`src/rtl/multicycle_control.sv`:
```
// Main control FSM for a multicycle MIPS-style datapath.
// Datapath controls are decoded from the state register. FETCH write enables also follow mem_ready.
module multicycle_control (
    input  logic       clk,
    input  logic       rst_n,
    input  logic [5:0] Op,
    input  logic       mem_ready,
    output logic       IorD,
    output logic       MemRead,
    output logic       MemWrite,
    output logic       IRWrite,
    output logic       RegDst,
    output logic       MemtoReg,
    output logic       RegWrite,
    output logic       ALUSrcA,
    output logic       PCWrite,
    output logic       PCWriteCond,
    output logic [1:0] ALUSrcB,
    output logic [2:0] ALUOP,
    output logic [1:0] PCSrc,
    output logic [3:0] state,
    output logic       illegal_op
);

    localparam int unsigned STATE_W = 4;

    localparam logic [5:0] OP_RTYPE = 6'b000000;
    localparam logic [5:0] OP_J     = 6'b000010;
    localparam logic [5:0] OP_BEQ   = 6'b000100;
    localparam logic [5:0] OP_ADDI  = 6'b001000;
    localparam logic [5:0] OP_SLTI  = 6'b001010;
    localparam logic [5:0] OP_ANDI  = 6'b001100;
    localparam logic [5:0] OP_ORI   = 6'b001101;
    localparam logic [5:0] OP_LW    = 6'b100011;
    localparam logic [5:0] OP_SW    = 6'b101011;

    localparam logic [2:0] ALU_ADD  = 3'b000;
    localparam logic [2:0] ALU_SUB  = 3'b001;
    localparam logic [2:0] ALU_AND  = 3'b010;
    localparam logic [2:0] ALU_OR   = 3'b011;
    localparam logic [2:0] ALU_FUNC = 3'b100;
    localparam logic [2:0] ALU_SLT  = 3'b111;

    typedef enum logic [STATE_W-1:0] {
        FETCH   = 4'd0,
        DECODE  = 4'd1,
        MEMADR  = 4'd2,
        MEMRD   = 4'd3,
        MEMWB   = 4'd4,
        MEMWR   = 4'd5,
        RTYPEEX = 4'd6,
        ALUWB   = 4'd7,
        BEQ     = 4'd8,
        IMMEX   = 4'd9,
        IMMWB   = 4'd10,
        JUMP    = 4'd11
    } state_t;

    state_t cur;

    // State register and illegal-opcode pulse; unused codes recover to FETCH.
    always_ff @(posedge clk or negedge rst_n) begin
        if (!rst_n) begin
            cur        <= FETCH;
            illegal_op <= 1'b0;
        end else begin
            illegal_op <= 1'b0;
            case (cur)
                FETCH:   if (mem_ready) cur <= DECODE;
                DECODE: begin
                    case (Op)
                        OP_LW, OP_SW:                      cur <= MEMADR;
                        OP_RTYPE:                          cur <= RTYPEEX;
                        OP_BEQ:                            cur <= BEQ;
                        OP_ADDI, OP_ANDI, OP_ORI, OP_SLTI: cur <= IMMEX;
                        OP_J:                              cur <= JUMP;
                        default: begin
                            cur        <= FETCH;
                            illegal_op <= 1'b1;
                        end
                    endcase
                end
                MEMADR:  cur <= (Op == OP_LW) ? MEMRD : MEMWR;
                MEMRD:   if (mem_ready) cur <= MEMWB;
                MEMWB:   cur <= FETCH;
                MEMWR:   if (mem_ready) cur <= FETCH;
                RTYPEEX: cur <= ALUWB;
                ALUWB:   cur <= FETCH;
                BEQ:     cur <= FETCH;
                IMMEX:   cur <= IMMWB;
                IMMWB:   cur <= FETCH;
                JUMP:    cur <= FETCH;
                default: cur <= FETCH;
            endcase
        end
    end

    assign state = cur;

    logic mem_read_d, mem_write_d, ir_write_d, reg_write_d, pc_write_d, pc_write_cond_d;

    // Moore output decode.
    always_comb begin
        IorD            = 1'b0;
        mem_read_d      = 1'b0;
        mem_write_d     = 1'b0;
        ir_write_d      = 1'b0;
        RegDst          = 1'b0;
        MemtoReg        = 1'b0;
        reg_write_d     = 1'b0;
        ALUSrcA         = 1'b0;
        pc_write_d      = 1'b0;
        pc_write_cond_d = 1'b0;
        ALUSrcB         = 2'b00;
        ALUOP           = ALU_ADD;
        PCSrc           = 2'b00;
        case (cur)
            FETCH: begin
                mem_read_d = 1'b1;
                ALUSrcB    = 2'b01;
                ir_write_d = mem_ready;
                pc_write_d = mem_ready;
            end
            DECODE:  ALUSrcB = 2'b11;
            MEMADR: begin
                ALUSrcA = 1'b1;
                ALUSrcB = 2'b10;
            end
            MEMRD: begin
                IorD       = 1'b1;
                mem_read_d = 1'b1;
            end
            MEMWB: begin
                MemtoReg    = 1'b1;
                reg_write_d = 1'b1;
            end
            MEMWR: begin
                IorD        = 1'b1;
                mem_write_d = 1'b1;
            end
            RTYPEEX: begin
                ALUSrcA = 1'b1;
                ALUOP   = ALU_FUNC;
            end
            ALUWB: begin
                RegDst      = 1'b1;
                reg_write_d = 1'b1;
            end
            BEQ: begin
                ALUSrcA         = 1'b1;
                ALUOP           = ALU_SUB;
                PCSrc           = 2'b01;
                pc_write_cond_d = 1'b1;
            end
            IMMEX: begin
                ALUSrcA = 1'b1;
                ALUSrcB = 2'b10;
                case (Op)
                    OP_ANDI: ALUOP = ALU_AND;
                    OP_ORI:  ALUOP = ALU_OR;
                    OP_SLTI: ALUOP = ALU_SLT;
                    default: ALUOP = ALU_ADD;
                endcase
            end
            IMMWB:   reg_write_d = 1'b1;
            JUMP: begin
                PCSrc      = 2'b10;
                pc_write_d = 1'b1;
            end
            default: ;
        endcase
    end

    // Reset suppresses all memory and architectural write strobes.
    assign MemRead     = rst_n & mem_read_d;
    assign MemWrite    = rst_n & mem_write_d;
    assign IRWrite     = rst_n & ir_write_d;
    assign RegWrite    = rst_n & reg_write_d;
    assign PCWrite     = rst_n & pc_write_d;
    assign PCWriteCond = rst_n & pc_write_cond_d;

endmodule

```
`config.mk`:
```
export PLATFORM = sky130hd
export DESIGN_NAME = multicycle_control
export DESIGN_NICKNAME = d
export VERILOG_FILES = /design/src/rtl/multicycle_control.sv
export SDC_FILE = /design/constraint.sdc
export NUM_CORES = 1
export LEC_CHECK = 0
export CAP_MARGIN = 20
export CORE_MARGIN = 2
export CORE_UTILIZATION = 40
export CTS_BUF_LIST = sky130_fd_sc_hd__clkbuf_8
export DETAILED_ROUTE_END_ITERATION = 10
export PLACE_DENSITY = 0.79
export SYNTH_ARGS = -nofsm -noshare
export SYNTH_HDL_FRONTEND = slang
export SYNTH_SLANG_ARGS = --single-unit
```
`constraint.sdc`:
```
create_clock -name clk -period 2.4 [get_ports clk]
set_input_delay 0.48 -clock clk [delete_from_list [all_inputs] [get_ports clk]]
set_output_delay 0.48 -clock clk [all_outputs]
set_load 0.01 [all_outputs]
```
# == Yosys cells after proc, flatten, opt, wreduce, memory -nomap -nowiden ==
# Cells that the tools add are included.
# totals
reg_bits,5
latch_bits,0
mem_bits_rw,0
mem_bits_ro,0
input_bits,9
output_inout_bits,22
word_cells,63
memories,0
# op_classes
add_sub_neg,0
mul,0
div_mod_pow,0
n_lt_le_gt_ge,0
n_eq_ne,22
n_shift,0
mux,22
n_bitwise,6
n_reduce_logical,11
# ops
operator,count
$pmux W4 S7,1
$eq A6 B4 Y1 const B,4
$pmux W4 S5,1
$pmux W3 S3,2
$eq A4 B3 Y1 const B,4
$eq A4 B4 Y1 const B,4
$eq A6 B6 Y1 const B,2
$mux W4,3
$mux W1,11
$reduce_or A9 Y1,1
$eq A4 B2 Y1 const B,2
$reduce_or A2 Y1,4
$reduce_or A4 Y1,2
$and A1 B1 Y1,6
$eq A6 B2 Y1 const B,1
$eq A6 B3 Y1 const B,1
$logic_not A6 Y1,1
$ne A2 B2 Y1 const B,3
$pmux W2 S3,1
$eq A4 B1 Y1 const B,1
$logic_not A4 Y1,1
$pmux W2 S2,1
$mux W3,1
$reduce_and A3 Y1,1
2 further kinds,2

# == Longest topological paths before layout ==
# depth
ltp_word,4
depth_mapped,5
mapped_depth_nobuf,3

# == Worst setup path after synthesis ==
# No wires, ideal clock.
# synth_timing
path_kind,input port to output port
startpoint,input port Op[2]
endpoint,output port ALUOP[0]
arrival_ns,1.299
required_ns,1.920
path_slack_ns,0.621
path_stages,4
path_buffers,1
path_cell_list,buf_6 > nor3b_2 > o211ai_1 > a211oi_1
# synth_via
elab_chain_len,3
word_cells_on_any_way,5
cone_classes,3 x eq/ne; 2 x mux
# synth_rtl
element,line,rtl
"start, declared",6,"input logic [5:0] Op,"
$eq A6 B4 Y1,158,case (Op)
$pmux W3 S3 *,158,
$pmux W3 S3 *,117,case (cur)
"end, declared",19,"output logic [2:0] ALUOP,"
# Every way passes the cells marked *; elsewhere a longest branch is shown, timed or not.

# == Worst setup path in the final report ==
# layout_timing
startpoint,"register cur[2], in the netlist state[2]"
endpoint,output port PCWrite
# layout_via
elab_chain_len,3
word_cells_on_any_way,4
cone_classes,1 x eq/ne; 1 x mux; 1 x bitwise; 1 x reduce/logical
# layout_rtl
element,line,rtl
"start, declared",59,state_t cur;
"start signal, assigned",83,MEMADR: cur <= (Op == OP_LW) ? MEMRD : MEMWR;
$eq A4 B4 Y1 / $logic_not A4 Y1 (equally long branches),117,
$pmux W1 S2 *,117,
$and A1 B1 Y1 *,179,assign PCWrite = rst_n & pc_write_d;
"end, declared",16,"output logic PCWrite,"
# Marked as above.

==> impl_metrics.env <==
export IMPL_hpwl_um=1530
export IMPL_num_antenna_cells=0
export IMPL_netlist_instances=87
export IMPL_required_ns=1.92
export IMPL_drtPass1Iterations=4
export IMPL_grt_first_pass_wirelength_um=3190
export IMPL_drt_total_wl_um=2010
export IMPL_p_leak_nw=0.468
export IMPL_antenna_left=0
export IMPL_powerDensity_nw_per_um2=804
export IMPL_skew_ns=0.00264
export IMPL_clock_sinks=5
export IMPL_finalCriticalPeriod_ns=2.33
export IMPL_die_area_um2=1970
export IMPL_port_buffers=30
export IMPL_synth_ff_type="dfrtp_1"
export IMPL_dieHeight_um=44.4
export IMPL_cts_buffers=3
export IMPL_synth_yosys_seq_area_share=0.192
export IMPL_cp_max_fo=11
export IMPL_met3_length_um=129
export IMPL_grt_start_max_net_pins=16
export IMPL_wl_met1_um=841
export IMPL_path_buf_inv=1
export IMPL_fin_area_um2=1120
export IMPL_grt_pass1_vias=717
export IMPL_net_switching_power_uw=361
export IMPL_intPower_uw=538
export IMPL_drv_cap=0
export IMPL_final_common_cell="clkdlybuf4s50_1"
export IMPL_syn_area_per_cell_um2=7.49
export IMPL_relSlewSlack=0.752
export IMPL_pwr_share_clk=0.171
export IMPL_overflow=0
export IMPL_clk_path_buf_depth=2
export IMPL_cp_arrival_ns=1.85
export IMPL_highest_layer="met4"
export IMPL_clkSlewWorstSetupHoldPaths_ns=0.04
export IMPL_sw_frac_of_total=0.402
export IMPL_synth_distinct_cells=40
export IMPL_most_common_layout_cells="26 x clkdlybuf4s50_1, 17 x buf_4, 7 x nor3_1"
export IMPL_vias=842
export IMPL_chipWidth_um=44.4
export IMPL_max_stage_delay_ns=0.52
export IMPL_min_period_over_period=0.971
export IMPL_ctsHtreeMaxLevel=1
export IMPL_synth_warnings=0
export IMPL_critPathKind="reg2out"
export IMPL_tritoncts="yes"
export IMPL_slowest_stage="clkdlybuf4s50_1"
export IMPL_critPathTopFamily="buffers and inverters"
export IMPL_cts_root_buf="clkbuf_8"
export IMPL_met2RoutedLength_um=1010
export IMPL_share_comb_of_total_power=0.660
export IMPL_status="complete, no violations"
export IMPL_vdd_drop_max_mv=0.734
export IMPL_wl_per_cell_um=13.7
export IMPL_start_kind="register"
export IMPL_drc=0
export IMPL_setup_worst_path_end_class="output pin"
export IMPL_power_frac_seq=0.170
export IMPL_slew_violations=0
export IMPL_track_usage=0.222
export IMPL_synth_nets=96
export IMPL_ys_ff_latch=5
export IMPL_core_um2=1520
export IMPL_clock_fmax_mhz=429
export IMPL_hold_ws_ns=0.239
export IMPL_clk_latency_ns=0.22
export IMPL_via_per_inst=5.73
export IMPL_drt_iter0_drc=12
export IMPL_nets=141
export IMPL_gp_congestion=0.835
export IMPL_area_growth_syn_to_layout_pct=71.6
export IMPL_row_count=14
export IMPL_setup_viol=0
export IMPL_cp_cell_sequence="nand2b_2, nor2_1, a21o_1, clkdlybuf4s50_1"
export IMPL_start_util=0.428
export IMPL_ios=31
export IMPL_synth_edf_count=0
export IMPL_tightest_slew_ns=0.372
export IMPL_post_dp_cell_area_um2=1040
export IMPL_synth_area_um2=652
export IMPL_hp_class="in2async"
export IMPL_drive_gt1_frac=0.237
export IMPL_async_reset_ff_frac=1.00
export IMPL_hold_viol=0
export IMPL_antenna_found_initial=0
## kinds of logic (layout without fill, tap and decap cells)
| kind of cell | Yosys count | after routing | share of synthesized area |
|---|---|---|---|
| AOI/OAI and AO/OA | 24 | 24 | 0.282 |
| DFF | 5 | 5 | 0.192 |
| and+or+nand+nor | 46 | 46 | 0.420 |
| buffers and inverters | 10 | 54 | 0.0787 |
| xor gates and xnor gates | 2 | 2 | 0.0269 |
## layout make-up
class | count | area (µm²)
multi-input combinational | 72 | 487
timing repair buffer | 47 | 428
fill | 123 | 405
sequential | 5 | 128
clock buffer | 3 | 41.3
tap | 16 | 20.0
inverter | 3 | 11.3
clock inverter | 1 | 3.75
## worst paths after layout
kind | start | endpoint | slack, ns | cells after the start
max in group asynchronous | rst_n | state[3] | 2.04 | 2
min reg2reg | state[3] | state[0] | 0.61 | 1
max reg2reg | state[2] | state[2] | 0.86 | 4
max | state[2] | PCWrite | 0.07 | 4
min | rst_n | state[1] | 0.24 | 2
min in group clk | state[3] | state[0] | 0.61 | 1
## state kept, by name (all words and copies together) (netlist names)
register	count
illegal_op	1
state	4
## power by group through the flow
stage,combinational (mW),sequential [mW],clock [mW]
2_1_floorplan,0.299,0.150,0
3_3_place_gp,0.564,0.151,0
3_5_place_dp,0.574,0.152,0
4_1_cts,0.575,0.152,0.155
5_1_grt,0.638,0.157,0.167
6_report,0.593,0.153,0.154
## synthesized netlist by cell type, types with 2 or more instances
master | instances | area share
nor2_1 | 7 | 0.040
nor3_1 | 7 | 0.054
nand2b_1 | 6 | 0.058
buf_2 | 5 | 0.038
dfrtp_1 | 5 | 0.19
nor2b_1 | 5 | 0.048
a21oi_1 | 4 | 0.031
and3_1 | 3 | 0.029
inv_1 | 3 | 0.017
nand2_1 | 3 | 0.017
nand3_1 | 3 | 0.023
nor3b_1 | 3 | 0.035
a211oi_1 | 2 | 0.023
o211ai_1 | 2 | 0.023
o21ai_0 | 2 | 0.015
o31a_1 | 2 | 0.027
xnor2_1 | 2 | 0.027
## metal layers
layer / vias to the layer above / track usage
li1: 416 / -
met1: 392 / 0.269
met2: 30 / 0.365
met3: 4 / 0.0735
met4: 0 / 0.0788
met5: - / 0
## worst register-to-register path, cell delays in order, from the launching register on
cell and delay (ns):
dfrtp_1 0.56, buf_4 0.21, inv_1 0.07, o31a_1 0.29
a311oi_1 0.30
## per-stage QoR
step / util / power, mW / std cells / setup WS, ns / setup TNS, ns
2_1_floorplan: - / 0.449 / 87 / 0.621 / 0
3_3_place_gp: 0.686 / 0.715 / 141 / -0.166 / -0.408
3_5_place_dp: 0.686 / 0.726 / 141 / -0.192 / -0.458
4_1_cts: 0.713 / 0.882 / 145 / 0.00825 / 0
5_1_grt: 0.734 / 0.962 / 147 / -0.0139 / -0.0315
6_report: 0.734 / 0.899 / 147 / 0.0694 / 0
## timing repair
item                                    CTS  global route
hold buffers                              0             0
resized for setup                         4             8
setup buffers                             0             2
pin swaps                                 0             1
endpoints found under the setup margin    5             6
(Power assumes the default switching activity.)
